## config.mk

```make
export PLATFORM = sky130hd
export DESIGN_NAME = mem1_req
export DESIGN_NICKNAME = d
export VERILOG_FILES = /design/src/rtl/mem1_req.sv
export SDC_FILE = /design/constraint.sdc
export NUM_CORES = 1
export LEC_CHECK = 0
export ABC_CLOCK_PERIOD_IN_PS = 1900
export CAP_MARGIN = 20
export CELL_PAD_IN_SITES_DETAIL_PLACEMENT = 2
export CELL_PAD_IN_SITES_GLOBAL_PLACEMENT = 2
export CORE_UTILIZATION = 27
export CTS_BUF_LIST = sky130_fd_sc_hd__clkbuf_8
export DETAILED_ROUTE_END_ITERATION = 12
export HOLD_SLACK_MARGIN = 0.15
export PLACE_DENSITY = 0.84
export SLEW_MARGIN = 20
export SYNTH_ARGS = -nofsm -noshare
export SYNTH_HDL_FRONTEND = slang
export SYNTH_SLANG_ARGS = --single-unit
```

## constraint.sdc

```tcl
create_clock -name clk -period 1.9 [get_ports clk]
set_input_delay 0.285 -clock clk [delete_from_list [all_inputs] [get_ports clk]]
set_output_delay 0.285 -clock clk [all_outputs]
set_load 0.01 [all_outputs]
```

## src/rtl/mem1_req.sv

```systemverilog
// mem1_req: first memory pipeline stage. Accepts a load/store from execute,
// issues at most one dcache request for it, then presents the op to Mem2.
// Misaligned and size-less ops skip the dcache and go straight to Mem2.
//
// state | meaning
// ------+-----------------------------------------------------------------
// IDLE  | nothing held; ready for a new op
// REQ   | dcache request outstanding for the held op
// HOLD  | held op presented to Mem2, waiting for m2_ready
// KILL  | op flushed while its request was outstanding; finish the
//       | dcache handshake and drop the op

module mem1_req #(
   parameter int XLEN = 32
) (
   input  logic            clk,
   input  logic            rst_n,
   input  logic            ex_valid,
   output logic            ex_ready,
   input  logic [4:0]      ex_mem_op,
   input  logic [XLEN-1:0] ex_addr,
   input  logic [XLEN-1:0] ex_wdata,
   input  logic [4:0]      ex_rd,
   input  logic            flush,
   output logic            dc_req,
   input  logic            dc_gnt,
   output logic            dc_we,
   output logic [XLEN-3:0] dc_addr,
   output logic [3:0]      dc_be,
   output logic [XLEN-1:0] dc_wdata,
   output logic            m2_valid,
   input  logic            m2_ready,
   output logic [4:0]      m2_mem_op,
   output logic [1:0]      m2_addr_lo,
   output logic [4:0]      m2_rd,
   output logic            m2_misalign
);

   localparam int OP_STORE = 4;
   localparam int OP_WORD  = 3;
   localparam int OP_HALF  = 2;
   localparam int OP_BYTE  = 1;

   typedef enum logic [1:0] {
      IDLE = 2'd0,
      REQ  = 2'd1,
      HOLD = 2'd2,
      KILL = 2'd3
   } state_t;

   state_t          state;
   state_t          state_nxt;

   logic [4:0]      op_q;
   logic [XLEN-1:0] addr_q;
   logic [XLEN-1:0] wdata_q;
   logic [3:0]      be_q;
   logic [4:0]      rd_q;

   logic            accept;
   logic            no_size;
   logic            misalign_in;
   logic            skip_dc;
   logic [3:0]      be_in;
   logic [XLEN-1:0] wdata_in;

   // Handshake with execute; a flush in the same cycle blocks acceptance.
   always_comb begin
      ex_ready = 1'b0;
      if (!flush) begin
         case (state)
            IDLE:    ex_ready = 1'b1;
            HOLD:    ex_ready = m2_ready;
            default: ex_ready = 1'b0;
         endcase
      end
   end

   assign accept = ex_valid && ex_ready;

   // Classify the incoming op; word beats half beats byte if several size bits are set.
   always_comb begin
      no_size     = (ex_mem_op[OP_WORD:OP_BYTE] == 3'b000);
      misalign_in = 1'b0;
      be_in       = 4'b0000;
      wdata_in    = ex_wdata;
      if (ex_mem_op[OP_WORD]) begin
         misalign_in = (ex_addr[1:0] != 2'b00);
         be_in       = 4'b1111;
         wdata_in    = ex_wdata;
      end else if (ex_mem_op[OP_HALF]) begin
         misalign_in = ex_addr[0];
         be_in       = ex_addr[1] ? 4'b1100 : 4'b0011;
         wdata_in    = {2{ex_wdata[15:0]}};
      end else if (ex_mem_op[OP_BYTE]) begin
         be_in       = 4'b0001 << ex_addr[1:0];
         wdata_in    = {4{ex_wdata[7:0]}};
      end
      skip_dc = misalign_in || no_size;
   end

   // Next-state decode.
   always_comb begin
      state_nxt = state;
      case (state)
         IDLE: begin
            if (accept)
               state_nxt = skip_dc ? HOLD : REQ;
         end
         REQ: begin
            if (dc_gnt)
               state_nxt = flush ? IDLE : HOLD;
            else if (flush)
               state_nxt = KILL;
         end
         HOLD: begin
            if (flush)
               state_nxt = IDLE;
            else if (m2_ready) begin
               if (accept)
                  state_nxt = skip_dc ? HOLD : REQ;
               else
                  state_nxt = IDLE;
            end
         end
         KILL: begin
            if (dc_gnt)
               state_nxt = IDLE;
         end
         default: state_nxt = IDLE;
      endcase
   end

   // FSM state and registered control outputs.
   always_ff @(posedge clk or negedge rst_n) begin
      if (!rst_n) begin
         state       <= IDLE;
         dc_req      <= 1'b0;
         m2_valid    <= 1'b0;
         m2_misalign <= 1'b0;
      end else begin
         state       <= state_nxt;
         dc_req      <= (state_nxt == REQ) || (state_nxt == KILL);
         m2_valid    <= (state_nxt == HOLD);
         m2_misalign <= (state_nxt == HOLD) && (accept ? misalign_in : m2_misalign);
      end
   end

   // Op payload, captured on acceptance and held until the next one.
   always_ff @(posedge clk or negedge rst_n) begin
      if (!rst_n) begin
         op_q    <= '0;
         addr_q  <= '0;
         wdata_q <= '0;
         be_q    <= '0;
         rd_q    <= '0;
      end else if (accept) begin
         op_q    <= ex_mem_op;
         addr_q  <= ex_addr;
         wdata_q <= wdata_in;
         be_q    <= be_in;
         rd_q    <= ex_rd;
      end
   end

   assign dc_we      = op_q[OP_STORE];
   assign dc_addr    = addr_q[XLEN-1:2];
   assign dc_be      = be_q;
   assign dc_wdata   = wdata_q;
   assign m2_mem_op  = op_q;
   assign m2_addr_lo = addr_q[1:0];
   assign m2_rd      = rd_q;

endmodule

```

==> impl_results.md <==
* Async SR Flop Fraction at 100.0%
* Drt total wl at 12,250 um
* Clock transition at the registers of the reported paths at 0.08 ns
* Routability-driven placement congestion ratio at 0.7611
* Slew HR at 54.63%
* Int Power at 3.826 mW
* Critical path class: flip-flop to output pin
* Syn nets at 373
* Vias in the first global route at 3,371
* Fraction of layout instances using a drive strength above 1 at 18.98%
* Fin crit share at 91.51%
* Max Slew Vio Count at 0
* WL met1 at 5229 um
* DP HPWL at 9385 um
* IO buf count at 162
* Unique masters post-synth at 30
* Actual slew at the worst max-slew pin at 0.6792 ns
* P_leak at 2.551 nW
* DR vias at 3,005
* # nets final at 544
* Wire per inst at 19.00 um
* Startpoint Class: flip-flop
* Antenna diodes at 0
* Critical path peak fanout at 5
* Top FF cell, synth: dfrtp_1
* Post-synth top area share at 54.85%
* Max-Cap Viols at 0
* First-pass detailed-route iteration total at 4
* CTS H-tree lvls at 3
* Top cells by count, synth: dfrtp_1 (82), mux2_4 (37), nand2_1 (32)
* Net switching fraction of the power at 28.90%
* Final instance area at 0.005823 mm^2
* TNS Setup at 0 ns
* Core area at 0.01340 mm^2
* Post-DP Area at 0.005618 mm^2
* Die extent in x at 119.7 um
* Outcome: finished, final reports clean
* Uppermost layer routed: met4
* Endpoints failing hold at 0
* GRT Total Usage at 17.85%
* Fmax at 575.2 MHz
* Total CTS buffers at 9
* Via/cell ratio at 4.659
* Worst Path Required at 1.62 ns
* Post-synthesis register bit count at 82
* Tmin final at 1.739 ns
* Metal2 WL at 6196 um
* Arrival time at the worst endpoint at 1.45 ns
* CTS tree: yes
* Area grow syn2layout at 55.65%
* CTS max path bufs at 2
* Top-count cell post-synth: dfrtp_1
* Skew final at 0.008975 ns
* Clock sinks at 82
* Fillers at 1,380
* Die area at 0.01433 mm^2
* Site row count at 42
* Total gr overflow at 0
* Largest cells by area after synthesis: dfrtp_1 (55%), mux2_4 (15%), mux2i_1 (4.3%), mux2_2 (3.6%), nand2_1 (3.2%)
* Tot Pwr at 5.381 mW
* Critical Path End Type: output pin
* Synthesized netlist cell count at 293
* RSZ-0062 raised after global routing: no
* DRC violation count after routing at 0
* Clock Power Share at 22.2%
* Initial antenna violation count at 0
* Synth warnings at 0
* Root Driver: clkbuf_8
* Num ports at 163
* Wire length of the first global-routing pass at 19,260 um
* Switching pwr at 1.555 mW
* Pwr Density at 924.1 mW/mm^2
* DRT antenna net count at 0
* Met3 wire len at 650 um
* EDFF count, synth at 0
* Leading area contributor after synthesis: dfrtp_1
* HP Class: input port to async pin
* Avg Cell Area, Syn at 12.77 um^2
* Final setup viols at 0
* Worst IR Drop VDD at 313.6 uV
* Post-synthesis sequential area ratio at 54.85%
* Combinational power share at 34.7%
* Number of DRC markers in iteration 0 at 80
* Reg power frac at 43.1%
* Largest net degree at the start of global routing at 56
* Initial core utilization at 27.92%
* Synthesized cell area at 0.003741 mm^2
* Later-pin clock latency in the skew report at 0.36 ns
* DIE HEIGHT at 119.7 um
==> power groups by stage <==
stage | sequential, mW | clock, mW | combinational, mW
floorplan | 2.49 | 0 | 0.584
global placement | 2.32 | 0 | 1.83
detailed placement | 2.35 | 0 | 1.89
CTS | 2.33 | 1.24 | 1.90
global route | 2.36 | 1.30 | 2.00
finish | 2.32 | 1.19 | 1.87
==> stage by stage <==
step / hold WS, ns / worst slack (ns) / instances / utilization [%]
final: 0.3847 / 0.1613 / 645 / 43.45
after global routing: 0.3931 / 0.1148 / 645 / 43.45
after CTS: 0.3621 / 0.1289 / 645 / 43.45
after detailed placement: 0.2186 / -0.01828 / 627 / 41.92
after global placement: 0.2160 / 0.02319 / 627 / 41.92
after floorplan: -0.01059 / 0.5044 / 293 / -
==> placed cells by master (no fill, tap or decap), drive strengths merged, types with 2 or more instances in the layout <==
cell | synthesis | routed
buf | 16 | 19
nand2b | 12 | 12
clkdlybuf4s50 | 0 | 160
mux2i | 16 | 16
a21o | 3 | 3
a21oi | 13 | 13
mux2 | 49 | 49
o31ai | 2 | 2
nand3b | 9 | 9
dfrtp | 82 | 82
nor2 | 5 | 5
nand3 | 2 | 2
a221oi | 8 | 8
inv | 2 | 4
o21ai | 30 | 30
nand2 | 32 | 32
clkbuf | 5 | 12
clkinv | 0 | 2
==> logic make-up (layout without fill, tap and decap cells) <==
| logic type | Yosys count | in the layout | synth area share [%] |
|---|---|---|---|
| buffers and inverters | 23 | 199 | 3.813 |
| muxes | 65 | 65 | 22.74 |
| and+or+nand+nor | 62 | 62 | 8.529 |
| DFF | 82 | 82 | 54.85 |
| AOI/OAI and AO/OA | 61 | 61 | 10.07 |
==> final cells by class <==
type	count	area, um^2	share of cell area, %
repair buffers	181	1800	30.92
clock inverters	4	17.52	0.3008
inverters	2	7.507	0.1289
multi-input cells	188	1559	26.77
well taps	176	220.2	3.782
flip-flops and latches	82	2053	35.26
clock buffers	12	165.2	2.836
==> final timing paths <==
check	startpoint	end	slack, ns	cells after the start
setup / recovery	state[0]$_DFF_PN0_	dc_req	0.16	2
setup reg to reg	state[0]$_DFF_PN0_	state[1]$_DFF_PN0_	0.47	5
max in group asynchronous	rst_n	state[0]$_DFF_PN0_	0.90	3
hold reg to reg	dc_wdata[16]$_DFFE_PN0N_	dc_wdata[16]$_DFFE_PN0N_	0.49	2
hold / removal	rst_n	addr_q[18]$_DFFE_PN0N_	0.38	2
min in group clk	dc_wdata[16]$_DFFE_PN0N_	dc_wdata[16]$_DFFE_PN0N_	0.49	2
==> sequential cells by signal, indices dropped and copies added (netlist names) <==
register / flops
state: 2
m2_valid: 1
m2_rd: 5
dc_be: 4
m2_mem_op: 5
addr_q: 32
m2_misalign: 1
dc_wdata: 32
==> layer usage <==
metal | up-vias | GRT usage, %
met5 | - | 0
met4 | 0 | 6.328
met3 | 13 | 4.230
met2 | 106 | 31.07
met1 | 1523 | 21.38
li1 | 1363 | -
==> worst max-delay path, cell delays in order, from the launching register on <==
cell and delay (ns):
dfrtp_2 0.39, buf_4 0.14, clkdlybuf4s50_1 0.56
==> timing repair <==
item,in CTS,in global routing
hold endpoints to repair,25,0
setup endpoints to repair,1,0
resized for setup,3,0
hold buffers,1,0
buffers inserted,1,0
Note: power is estimated with default switching activity, not from simulation.
==> RTL change 1: new RTL, same settings <==
Re-encode `state_t` (4 states) as Gray code, 2 bits wide.
--- a/src/rtl/mem1_req.sv
+++ b/src/rtl/mem1_req.sv
@@ -43,8 +43,8 @@
 
    typedef enum logic [1:0] {
-      IDLE = 2'd0,
-      REQ  = 2'd1,
-      HOLD = 2'd2,
-      KILL = 2'd3
+      IDLE = 2'b00,
+      REQ  = 2'b01,
+      HOLD = 2'b11,
+      KILL = 2'b10
    } state_t;
 
Check against the original RTL: same outputs for any inputs over 10 cycles, from zero or initial values and one cycle with rst_n low; not proved beyond that.
==> RTL change 1 against the unedited design <==
  * The run now ends with setup timing left
  * Sequential share of layout area down 2.5 points
  * Via count grew 9.9%
  * Cell area grew 8.7%
  * Global-route usage is 1.6 points higher
  * Worst setup slack worse by 0.21 ns
  * Routed wire length grew 20%
  * Sequential cell count increased by 1
  * Final cell count is 6.0% higher
  * Count of clock-buffer cells in the layout fell by 3
  * Area after synthesis up 1.6%
  * Critical endpoint is now m2_misalign
Power is not compared: it rests on default switching activity, and its combinational part moved more than twofold at a synthesized area within 25%.
==> RTL change 1: results (changes against the unedited design) <==
- Clock Path Buffers: 2 (unchanged)
- Status: finished, violations left
- Crit path largest cell delay: 0.42 ns (-0.14 ns)
- Clock Skew: 0.009610 ns (+0.0006347 ns)
- Mapped cell area: 3802 sq um (+1.6%)
- Clock-cell share: 3.063% (-0.074 points)
- Asr flop ratio synth: 100.0% (unchanged)
- Iteration-0 DRC count of the detailed router: 87 (+8.8%)
- Clock transition at path regs: 0.10 ns (+0.02 ns)
- Synth Register Bits: 83 (+1.2%)
- Sequential cell area: 2077 sq um (+1.2%)
- Post-Layout Inst Area: 6332 sq um (+8.7%)
- # placed instances: 655 (+4.5%)
- First-pass GRT wire length: 21220 microns (+10%)
- CTS H-Tree Depth: 3 (unchanged)
- Area occupied by multi-input gates: 1702 sq um (+9.1%)
- Final worst slack: -0.05098 ns (-0.2123 ns)
- Gp weighted congestion: 0.8074 (+6.1%)
- Final setup vio count: 6 (+6)
- Synth area leaders: dfrtp_1, mux2_4, mux2_2
- HPWL Detailed: 10210 microns (+8.8%)
- Delay-heaviest family, CP: compound AO/OA/AOI/OAI gates
- Fillers: 1322 (-4.2%)
- Share of cells above drive strength 1: 26.77% (+7.8 points)
- Distinct cells, synth: 33 (+10%)
- Area after DPL: 5853 sq um (+4.2%)
- Vias: 3301 (+9.9%)
- Worst IR drop on VDD: 0.0005175 V
- Normalized max-slew margin: 68.57% (+14 points)
- Critical path's slowest cell: or3b_4
- Avg Cell Area, Syn: 12.63 sq um (-1.1%)
- GRT met2 Usage: 32.97% (+1.9 points)
- Setup total negative slack: -0.1073 ns (-0.1073 ns)
- Failing checks: setup timing
- Fin cells: 684 (+6.0%)
- Inverters: 5 (+3)
- Nets: 588 (+8.1%)
- Vias in the first global route: 3708 (+10%)
- Top power group: combinational cells
- Bufs w/o clock: 212 (+17%)
- Syn_nets: 386 (+3.5%)
- Post-synthesis sequential area ratio: 54.62% (-0.23 points)
- Clk_lat worst skew: 0.38 ns (+0.02 ns)
- Top cells by count, synth: dfrtp_1, o21ai_0, mux2_2
- Gr usage total: 19.44% (+1.6 points)
- Data buffer area share: 33.49% (+2.6 points)
- Grt met1 use: 23.81% (+2.4 points)
RTL change 1: cell types whose count changed after synthesis, moves of 6 or more:
cell      change
mux2_4       -13
nand2_1      -15
nand2b_1     -12
a21o_1        +6
a221oi_1      -8
mux2_2       +16
o21ai_1      -10
a31oi_1      +10
o21ai_0      +16
RTL change 1: worst reg2reg max path, delay by kind of cell (launching register included):
| kind | cells | cell delay [ns] |
|---|---|---|
| and+or+nand+nor | 1 | 0.42 |
| adders and majority gates | 2 | 0.42 |
| AOI/OAI and AO/OA | 3 | 0.51 |
| buffers and inverters | 1 | 0.09 |
| DFF | 1 | 0.40 |
RTL change 1: cells by family after synthesis:
kind of cell	share of synthesized area, %
compound gates	11.75
mux	21.98
fa+ha+maj	1.645
buf+inv	3.784
simple gates	5.989
flops	54.62
xor+xnor	0.2304
RTL change 1: path summary, 6_finish.rpt:
kind	start	to	slack (ns)	cells after the start
max in group asynchronous	rst_n	addr_q[31]	0.86	3
min reg2reg	addr_q[31]	addr_q[31]	0.51	1
min	rst_n	dc_wdata[1]	0.41	2
min in group clk	ex_wdata[31]	dc_wdata[31]	0.48	3
max	state[0]	m2_misalign	-0.05	7
max reg2reg	state[0]	m2_misalign	-0.05	7
RTL change 1: what timing repair did:
action	CTS	global route
buffers inserted	3	3
setup endpoints to repair	31	48
hold buffers	1	0
gates resized for setup	11	13
endpoints found under the hold margin	28	0
pin swaps	3	2
gates cloned	0	6
RTL change 1: layer usage:
| layer | part of all wire [%] | wire, microns |
|---|---|---|
| met2 | 51 | 7496 |
| met1 | 42 | 6184 |
| met5 | 0 | 0 |
| met3 | 4.5 | 660 |
| met4 | 2.3 | 337 |
==> RTL change 2: new RTL, same settings <==
Made on the original files. Reset style: synchronous (`rst_n`), changed in 2 clocked blocks.
--- a/src/rtl/mem1_req.sv
+++ b/src/rtl/mem1_req.sv
@@ -133,5 +133,5 @@
 
    // FSM state and registered control outputs.
-   always_ff @(posedge clk or negedge rst_n) begin
+   always_ff @(posedge clk) begin
       if (!rst_n) begin
          state       <= IDLE;
@@ -148,5 +148,5 @@
 
    // Op payload, captured on acceptance and held until the next one.
-   always_ff @(posedge clk or negedge rst_n) begin
+   always_ff @(posedge clk) begin
       if (!rst_n) begin
          op_q    <= '0;
Formal check against the unedited RTL: differs if rst_n is asserted again (counterexample within 4 cycles, from zero or initial values and one cycle with rst_n low); with rst_n held inactive, the same outputs for 10 cycles.
==> RTL change 2 against the unedited design <==
  * Clock skew shrank 0.0024 ns
  * Cell area shrank 2.5%
  * Sequential cell count grew 1
  * Register-to-register slack lost 0.13 ns
  * First-iteration DRC count grew 29%
  * Routed wire length grew 6.7%
  * Worst setup slack gained 0.12 ns
  * Area after synthesis shrank 4.9%
  * Utilization grew 1.2 points
  * Highest routed layer unchanged
Power is not compared: it rests on default switching activity, and its combinational part moved more than twofold at a synthesized area within 25%.
==> RTL change 2: results (changes against the unedited design) <==
- Max-slew violations: 0 (unchanged)
- Clock-cell share: 3.285% (+0.15 points)
- TritonCTS Sinks: 83 (+1.2%)
- Top cells by count, synth: nand2_1, dfxtp_1, a21boi_1
- Largest net degree at the start of global routing: 48 (-14%)
- Pre-CTS setup slack: -0.1398 ns (-0.1215 ns)
- HPWL Detailed: 9803 microns (+4.5%)
- Clock Skew: 0.006568 ns (-0.002407 ns)
- Sequential cell area: 1662 sq um (-19%)
- Fillers: 1425 (+3.3%)
- Data buffer area share: 32.74% (+1.8 points)
- Metal1 wirelength: 5180 microns (-0.94%)
- Worst-margin pin slew: 0.4849 ns (-0.1943 ns)
- Nets: 658 (+21%)
- Asr flop ratio synth: 0% (-100 points)
- DRT Pass-1 Iters: 4 (unchanged)
- Compound-gate portion of the synthesized area: 24.76% (+15 points)
- CP Data Arrival Time: 1.33 ns (-0.12 ns)
- Inverters: 3 (+1)
- Met2 wire length: 6483 microns (+4.6%)
- Primary FF master, synth: dfxtp_1
- Iteration-0 DRC count of the detailed router: 103 (+29%)
- Bufs w/o clock: 186 (+2.8%)
- Gp weighted congestion: 0.8574 (+13%)
- Post-Layout Inst Area: 5675 sq um (-2.5%)
- Cells after synthesis: 418 (+43%)
- Post-synthesis sequential area ratio: 46.71% (-8.1 points)
- First-pass GRT wire length: 20340 microns (+5.6%)
- Post-DR vias/cell: 4.789 (+2.8%)
- Distinct cells, synth: 34 (+13%)
- Area occupied by multi-input gates: 1740 sq um (+12%)
- Post-cts resize count: 1 (-2)
- Post-Synth XOR/XNOR Area: 0.2462% (+0.25 points)
- Share of cells above drive strength 1: 7.745% (-11 points)
- Synth area leader: dfxtp_1
- Static Leak: 2.252 nW
- # hold bufs at CTS: 0 (-1)
- Setup bufs post-CTS: 0 (-1)
- Hold crit path type: input port to register
- Post-synthesis mux area share: 4.502% (-18 points)
- # clk buffers: 13 (+1)
- Antenna violations before repair: 1 (+1)
- Vias in the first global route: 3938 (+17%)
- #MultiIn Comb: 295 (+57%)
- WL/cell: 17.33 microns (-8.8%)
- Clk_lat worst skew: 0.37 ns
- Grt met1 use: 21.28% (-0.098 points)
- N_diodes: 1 (+1)
- Status: finished, final reports clean
- # placed instances: 739 (+18%)
-- RTL change 2: cell count changes in the layout (fill, tap and decap cells not counted), sizes merged, moves of 17 or more --
cell    unedited run  this run
a21boi             1        53
mux2              49         0
nand2             32       121
dfxtp              0        83
o21ai             30        13
dfrtp             82         0
o211a              0        17
-- RTL change 2: logic make-up after synthesis --
logic type,Yosys count
AO/OA/AOI/OAI,120
XOR/XNOR,1
buffers and inverters,40
flip-flops,83
AND/OR/NAND/NOR,158
multiplexers,16
-- RTL change 2: final timing paths --
kind	to	slack [ns]	depth (start not counted)
max reg2reg	addr_q[21]	0.34	5
min reg2reg	m2_mem_op[1]	0.46	2
min	state[1]	0.43	5
max	ex_ready	0.28	3
-- RTL change 2: critical path, stage by stage (launching register included) --
cell and delay [ns]:
dfxtp_1 0.42, nor2b_1 0.20, nor3_1 0.06, dlygate4sd2_1 0.30
